$ cat config.mk
export PLATFORM = sky130hd
export DESIGN_NAME = pipeline_ifu_stage1
export DESIGN_NICKNAME = d
export VERILOG_FILES = /design/src/rtl/pipeline_ifu_stage1.sv
export SDC_FILE = /design/constraint.sdc
export NUM_CORES = 1
export LEC_CHECK = 0
export ABC_CLOCK_PERIOD_IN_PS = 3450
export CORE_MARGIN = 2
export CORE_UTILIZATION = 53
export DETAILED_ROUTE_END_ITERATION = 8
export PLACE_DENSITY = 0.9
export SLEW_MARGIN = 20
export SYNTH_ARGS = -nofsm -noshare
export SYNTH_HDL_FRONTEND = slang
export SYNTH_SLANG_ARGS = --single-unit
$ cat constraint.sdc
create_clock -name clk -period 3.45 [get_ports clk]
set_input_delay 0.345 -clock clk [delete_from_list [all_inputs] [get_ports clk]]
set_output_delay 0.345 -clock clk [all_outputs]
set_load 0.02 [all_outputs]
$ cat src/rtl/pipeline_ifu_stage1.sv
// Instruction fetch stage 1: issues in-order fetch requests, buffers up to two
// in-flight instructions and presents one registered instruction per cycle to decode.
module pipeline_ifu_stage1 #(
  parameter logic [63:0] RESET_PC = 64'h0000_0000_8000_0000,
  parameter logic [31:0] NOP_INST = 32'h0000_0013
) (
  input  logic        clk,
  input  logic        reset,
  input  logic        stall,
  input  logic        redirect_valid,
  input  logic [63:0] redirect_pc,
  output logic        imem_req_valid,
  input  logic        imem_req_ready,
  output logic [63:0] imem_req_addr,
  input  logic        imem_rsp_valid,
  input  logic [31:0] imem_rsp_data,
  output logic [31:0] instruction_IF,
  output logic [63:0] pc_IFR,
  output logic        valid_IF
);

  typedef enum logic [1:0] {IDLE, FETCH, DRAIN} state_t;

  state_t      state_q, state_d;
  logic [63:0] fetch_pc_q, fetch_pc_d;
  logic [63:0] ent_pc_q [2];
  logic [63:0] ent_pc_d [2];
  logic [31:0] ent_inst_q [2];
  logic [31:0] ent_inst_d [2];
  logic [1:0]  ent_filled_q, ent_filled_d;
  logic        head_q, head_d;
  logic [1:0]  count_q, count_d;
  logic [1:0]  discard_q, discard_d;
  logic [31:0] inst_q, inst_d;
  logic [63:0] pc_out_q, pc_out_d;
  logic        valid_q, valid_d;

  logic        head_unf, next_unf, head_filled;
  logic        fill_hit, fill_idx, tail_idx;
  logic        alloc, pop;
  logic [1:0]  unfilled_cnt;
  logic        unused_ok;

  // Target bits below word alignment are ignored.
  assign unused_ok = ^redirect_pc[1:0];

  always_comb begin
    head_unf     = (count_q != 2'd0) && !ent_filled_q[head_q];
    next_unf     = (count_q == 2'd2) && !ent_filled_q[~head_q];
    head_filled  = (count_q != 2'd0) && ent_filled_q[head_q];
    unfilled_cnt = {1'b0, head_unf} + {1'b0, next_unf};
    fill_idx     = head_unf ? head_q : ~head_q;
    fill_hit     = imem_rsp_valid && (head_unf || next_unf);
    tail_idx     = head_q ^ count_q[0];
  end

  assign imem_req_valid = (state_q == FETCH) && (count_q != 2'd2) && !redirect_valid;
  assign imem_req_addr  = fetch_pc_q;
  assign alloc          = imem_req_valid && imem_req_ready;
  assign pop            = !redirect_valid && !stall && head_filled;

  always_comb begin
    state_d      = state_q;
    fetch_pc_d   = fetch_pc_q;
    ent_pc_d     = ent_pc_q;
    ent_inst_d   = ent_inst_q;
    ent_filled_d = ent_filled_q;
    head_d       = head_q;
    count_d      = count_q;
    discard_d    = discard_q;
    inst_d       = inst_q;
    pc_out_d     = pc_out_q;
    valid_d      = valid_q;

    if (redirect_valid) begin
      fetch_pc_d   = {redirect_pc[63:2], 2'b00};
      ent_filled_d = '0;
      head_d       = 1'b0;
      count_d      = '0;
      inst_d       = NOP_INST;
      pc_out_d     = '0;
      valid_d      = 1'b0;
      // A response landing this cycle retires one outstanding request itself.
      if (state_q == DRAIN) begin
        if (imem_rsp_valid && (discard_q != 2'd0)) discard_d = discard_q - 2'd1;
      end else begin
        discard_d = unfilled_cnt - {1'b0, fill_hit};
      end
      state_d = (discard_d != 2'd0) ? DRAIN : FETCH;
    end else begin
      case (state_q)
        IDLE:  state_d = FETCH;
        DRAIN: begin
          if (imem_rsp_valid && (discard_q != 2'd0)) begin
            discard_d = discard_q - 2'd1;
            if (discard_q == 2'd1) state_d = FETCH;
          end
        end
        default: state_d = state_q;
      endcase

      if (alloc) begin
        ent_pc_d[tail_idx]     = fetch_pc_q;
        ent_filled_d[tail_idx] = 1'b0;
        fetch_pc_d             = fetch_pc_q + 64'd4;
      end

      if (fill_hit) begin
        ent_inst_d[fill_idx]   = imem_rsp_data;
        ent_filled_d[fill_idx] = 1'b1;
      end

      // Only entries filled in an earlier cycle can reach decode.
      if (!stall) begin
        if (head_filled) begin
          inst_d   = ent_inst_q[head_q];
          pc_out_d = ent_pc_q[head_q];
          valid_d  = 1'b1;
          head_d   = ~head_q;
        end else begin
          inst_d   = NOP_INST;
          pc_out_d = '0;
          valid_d  = 1'b0;
        end
      end

      count_d = count_q + {1'b0, alloc} - {1'b0, pop};
    end
  end

  always_ff @(posedge clk or negedge reset) begin
    if (!reset) begin
      state_q      <= IDLE;
      fetch_pc_q   <= RESET_PC;
      for (int i = 0; i < 2; i++) begin
        ent_pc_q[i]   <= '0;
        ent_inst_q[i] <= '0;
      end
      ent_filled_q <= '0;
      head_q       <= 1'b0;
      count_q      <= '0;
      discard_q    <= '0;
      inst_q       <= NOP_INST;
      pc_out_q     <= '0;
      valid_q      <= 1'b0;
    end else begin
      state_q      <= state_d;
      fetch_pc_q   <= fetch_pc_d;
      ent_pc_q     <= ent_pc_d;
      ent_inst_q   <= ent_inst_d;
      ent_filled_q <= ent_filled_d;
      head_q       <= head_d;
      count_q      <= count_d;
      discard_q    <= discard_d;
      inst_q       <= inst_d;
      pc_out_q     <= pc_out_d;
      valid_q      <= valid_d;
    end
  end

  assign instruction_IF = inst_q;
  assign pc_IFR         = pc_out_q;
  assign valid_IF       = valid_q;

endmodule

## Word-level counts from Yosys, hierarchy flattened

Index checks and enable logic that the tools add are counted.

| operators by class | value |
|---|---|
| shift operators | 0 |
| reduce and logical (&&, ||, !) cells | 31 |
| mux-type cells | 50 |
| divide/modulo/power cells | 0 |
| bitwise gates (word level) | 9 |
| $mul | 0 |
| order comparisons | 11 |
| add/sub/neg operators | 6 |
| equal/unequal tests | 8 |

Operator list:

| cell | number |
|---|---|
| $mux W64 | 9 |
| $mux W32 | 7 |
| $bwmux W128 | 1 |
| $add A64 B3 Y64 const B | 1 |
| $bwmux W64 | 1 |
| $demux W64 S1 | 1 |
| $demux W32 S1 | 1 |
| $mux W2 | 14 |
| $logic_and A1 B1 Y1 | 14 |
| $mux W1 | 13 |
| $reduce_bool A2 Y1 | 6 |
| $lt A1 B2 Y1 const B | 4 |
| $ge A2 B2 Y1 const B | 3 |
| $ne A3 B2 Y1 const B | 2 |
| $not A1 Y2 | 3 |
| $reduce_and A2 Y1 | 3 |
| $eq A2 B1 Y1 const B | 2 |
| $eq A2 B2 Y1 const B | 2 |
| $logic_not A1 Y1 | 4 |
| $lt A2 B1 Y1 const B | 2 |
| $pmux W2 S2 | 1 |
| $sub A2 B1 Y2 | 2 |
| $reduce_and A3 Y1 | 1 |
| $reduce_bool A3 Y1 | 1 |
| other kinds (14) | 17 |

| word-level totals | value |
|---|---|
| bits in read-only memories | 0 |
| RAM bits | 0 |
| output and inout bits | 162 |
| register bits | 362 |
| input port bits | 102 |
| latch bits | 0 |
| memories kept | 0 |

## Longest topological paths before layout

| logic depth | value |
|---|---|
| depth after elaboration | 13 |
| depth in mapped cells | 13 |
| mapped depth without buffers | 11 |

## Least setup slack after synthesis

Ideal clock, no wire load.

| timing path | value |
|---|---|
| path kind | register -> register |
| start point | register head_q |
| end point | register state_q[1] |
| path buffers | 3 |
| setup time | 0.124 ns |
| data arrival time | 2.774 ns |
| clock period less this slack | 2.898 ns |
| slack | 0.552 ns |
| stages on the path, launching flop included | 14 |
| path through | dfrtp_1 > clkbuf_1 > buf_1 > clkbuf_1 > mux2i_1 > nand2_1 > ha_1 > inv_1 > ha_1 > xor2_1 > nor3_1 > a211oi_1 > a21oi_1 > nand2_1 |

| between the ends | value |
|---|---|
| longest elaborated chain between the ends | 12 |

Ends and longest elaborated chain:

| item | line | source |
|---|---|---|
| from (decl) | 31 | `logic head_q, head_d;` |
| from (signal assigned) | 140 | `head_q <= 1'b0;` |
| from (signal assigned) | 152 | `head_q <= head_d;` |
| $mux W1, on equally long branches (2 in series) | 48, 49 |  |
| $logic_not A1 Y1, on equally long branches | 48, 49 |  |
| $logic_and A1 B1 Y1, on equally long branches | 48, 49 |  |
| $logic_or A1 B1 Y1 | 53 | `fill_hit = imem_rsp_valid && (head_unf \|\| next_unf);` |
| $logic_and A1 B1 Y1 | 53 |  |
| $sub A2 B1 Y2 * | 87 | `discard_d = unfilled_cnt - {1'b0, fill_hit};` |
| $mux W2 * | 84 | `if (state_q == DRAIN) begin` |
| $mux W2 * | 75 | `if (redirect_valid) begin` |
| $reduce_bool A2 Y1 * | 89 | `state_d = (discard_d != 2'd0) ? DRAIN : FETCH;` |
| $mux W2 * | 89 |  |
| $mux W2 * | 75 |  |
| to (signal assigned) | 147 | `state_q <= state_d;` |
| to (decl) | 24 | `state_t state_q, state_d;` |

Mark *: on every way between the ends. The rest lies on a longest branch, timed or not. The select of a mux whose other input is x is not followed.
A chain may end at the register's enable or synchronous reset.

## Worst setup path after layout

| timing path | value |
|---|---|
| start point | register fetch_pc_q[10] (netlist: imem_req_addr[10]) |
| end point | register fetch_pc_q[63] (netlist: imem_req_addr[63]) |

| between the ends | value |
|---|---|
| longest elaborated chain between the ends | 3 |

Ends and longest elaborated chain:

| item | line | source |
|---|---|---|
| from (decl) | 25 | `logic [63:0] fetch_pc_q, fetch_pc_d;` |
| from (signal assigned) | 148 | `fetch_pc_q <= fetch_pc_d;` |
| $add A64 B3 Y64 | 105 | `fetch_pc_d = fetch_pc_q + 64'd4;` |
| $mux W64 | 102 | `if (alloc) begin` |
| $mux W64 | 75 |  |

No other way between the ends. The select of a mux whose other input is x is not followed.

==> out/metrics.yaml <==
setup_ws_ps: 515
yosysMostFrequentCell: "dfrtp_1"
synth_flop_cell: "dfrtp_1"
power.density_nw_per_um2: 645
slowest_delay_ps: 710
die_area_um2: 30900
clockPowerShare_pct: 32.4
synth_warnings: 0
path_class: "flip-flop to flip-flop"
worstSetupPathDepth: 7
pre_cts_ws_ps: 405
fin_tns_setup_ps: 0
crit_buf_inv: 1
hold_depth: 3
final_util_pct: 69.1
hp-class: "input port to flip-flop"
fin_cells: 2013
num_vias: 11900
p_sw_share_pct: 27.7
outcome: "finished, final reports clean"
worstPathCellList: "nand4_1 > or4_1 > nor4b_2 > buf_4 > nand3_1 > o311ai_0 > nand3_1"
clockRootBuffer: "clkbuf_16"
gp_congestion: 0.815
num_io_pins: 264
post-cts-setup-buffer-count: 0
postRouteAntennaNets: 0
cp_top_family: "simple AND/OR/NAND/NOR gates"
fmax_mhz: 341
p_switching_mw: 3.56
core-area_um2: 28900
synth_largest_area_cell: "dfrtp_1"
hold_viol: 0
wl_per_cell_um: 20.4
dp_hpwl_um: 26600
crit_fanout: 14
syn_area_per_cell_um2: 11.4
layout.nets: 1714
cts_tree: "done"
initial_core_util_pct: 54.2
p_leak_nw: 8.43
reg2reg_depth: 7
io_buffers: 259
grt.overflow.total: 0
ys_top_cells_by_area: "dfrtp_1 56%, mux2_2 13%, mux2i_1 6.3%"
vias_per_cell: 5.93
critPathSlowestCell: "or4_1"
combinationalPowerShare_pct: 20.4
rsz0062_at_grt: "no"
pwr-share-seq_pct: 47.2
die_h_um: 176
wl_met3_um: 3240
synth_top_area_share_pct: 56.2
cts_max_level: 2
clockBufferDepth: 3
synth-edff-count: 0
final_max_slew_viol_count: 0
area_growth_pct: 27.6
start_kind: "flip-flop"
syn_area_um2: 15600
grt_first_pass_wirelength_um: 66000
grt_pass1_vias: 12400
end_kind: "flip-flop"
drv_cap: 0
antenna_found_initial: 2
top_layer: "met5"
synth_seq_cells: 355
p_int_mw: 9.31
clkLatencyLatePin_ps: 510
wl_met2_um: 20000
peakVddDrop_mv: 0.444
tightestPinTransition_ps: 1080
slew_headroom_pct: 27.7
worstPathArrival_ps: 3320
finalSetupViolCount: 0
fin_crit_sh_pct: 85.1
fillers: 1994
cts.sinks: 355
wl_met1_um: 16200
dr.pass1.iters: 5
fin_skew_ps: 10.4
cts_made_buffers: 38
cpMostUsedCell: "nand3_1"
synthTopCellsByCount: "351 x dfrtp_1, 205 x nand2_1, 180 x mux2_2, 140 x o21ai_0, 98 x mux2i_1"
fp.dieW_um: 176
required_ps: 3830
ys_async_sr_fraction_pct: 100
dp.cells: 1948
drt-initial-drc-count: 1005
route.detailed.drc: 0
synth_cells: 1367
grt_max_degree: 103
drive_gt1_share_pct: 17.3
wl_um: 41100
placementRows: 62
cts_resized: 0
seq_area_frac_synth_pct: 56.9
path_clk_slew_ps: 60
ys_types: 53
fin_crit_ps: 2940
grtUsageTotal_pct: 26.8
## sequential cells by signal, summed over array words and instances, names as in the netlist, 2 cells and up
name	flops
count_q	2
ent_pc_q	124
discard_q	2
instruction_IF	32
ent_inst_q	64
state_q	2
pc_IFR	63
ent_filled_q	2
imem_req_addr	62
## layout make-up
cell class	count	area (um2)	share of cell area [%]
clock inverters	11	168	0.841
inverters	15	56.3	0.282
well taps	384	480	2.41
clock buffers	52	1110	5.59
flip-flops and latches	355	8890	44.6
multi-input cells	910	6380	32.0
diodes	1	2.50	0.0125
repair buffers	285	2860	14.3
## final timing paths
kind	start	end	slack, ps
worst max-delay path	imem_req_addr[10]	imem_req_addr[63]	510
worst min-delay path	redirect_valid	count_q[1]	380
worst max register to register	imem_req_addr[10]	imem_req_addr[63]	510
worst min register to register	pc_IFR[30]	pc_IFR[30]	480
max in group asynchronous	reset	imem_req_addr[31]	2090
min in group asynchronous	reset	instruction_IF[18]	450
## per-layer routing
metal | global-route usage (%) | vias up
met3 | 6.17 | 116
met1 | 34.4 | 6014
li1 | - | 5321
met5 | 0 | -
met2 | 44.3 | 485
met4 | 11.0 | 2
## tightest hold or removal path, stage by stage
cell	delay [ps]
buf_4	110
buf_4	250
nor2_1	140
## cell families after synthesis
logic type | count (synthesis) | share of synthesized area (%)
compound gates | 215 | 8.00
xor+xnor | 25 | 1.40
fa+ha+maj | 7 | 0.560
buf+inv | 103 | 2.60
flops | 355 | 56.9
mux | 278 | 19.2
other cells | 1 | 0.0240
simple gates | 383 | 11.3
## power by group through the flow
stage / logic, mW / clock network (mW) / registers, mW
after global routing: 2.88 / 4.41 / 6.20
after global placement: 2.46 / 0 / 5.99
after CTS: 2.65 / 4.24 / 6.06
after detailed placement: 2.61 / 0 / 6.11
after floorplan: 1.69 / 0 / 5.98
final: 2.63 / 4.17 / 6.07
## layout by cell type (no fill, tap or decap), types with 3 or more instances in the layout
cell type	netlist	layout
a21oi_1	13	13
a22oi_1	4	4
a31oi_1	8	8
a32oi_1	5	5
and2_1	8	8
and3_1	10	10
buf_12	0	5
buf_4	3	21
bufinv_16	0	4
clkbuf_1	66	4
clkbuf_16	0	39
clkbuf_8	0	9
clkdlybuf4s50_1	0	257
clkinv_2	0	3
dfrtp_1	351	350
dfstp_2	4	4
ha_1	7	7
inv_1	14	14
mux2_2	180	180
mux2i_1	98	98
nand2_1	205	204
nand2b_1	4	3
nand3_1	50	49
nand4_1	22	22
nor2_1	39	39
nor2b_1	7	6
nor3_1	7	7
nor4_1	7	7
o211ai_1	19	19
o21ai_0	140	140
o311ai_0	7	7
o311ai_1	3	3
o31a_1	3	3
o31ai_1	3	3
or3_1	4	4
or4_1	9	9
xnor2_1	7	7
xor2_1	18	18
## per-stage QoR
| stage | power, mW | area, um2 | hold WS [ps] |
|---|---|---|---|
| global placement | 8.46 | 18700 | 441 |
| detailed placement | 8.73 | 18700 | 446 |
| global route | 13.5 | 19900 | 373 |
| finish | 12.9 | 19900 | 379 |
| floorplan | 7.68 | 15600 | 49.4 |
| CTS | 12.9 | 19900 | 362 |
## what timing repair did
action / in CTS / in global routing
setup endpoints to repair: 0 / 0
hold buffers: 1 / 0
hold endpoints to repair: 97 / 0
No activity file was read; power rests on OpenSTA's default activity.
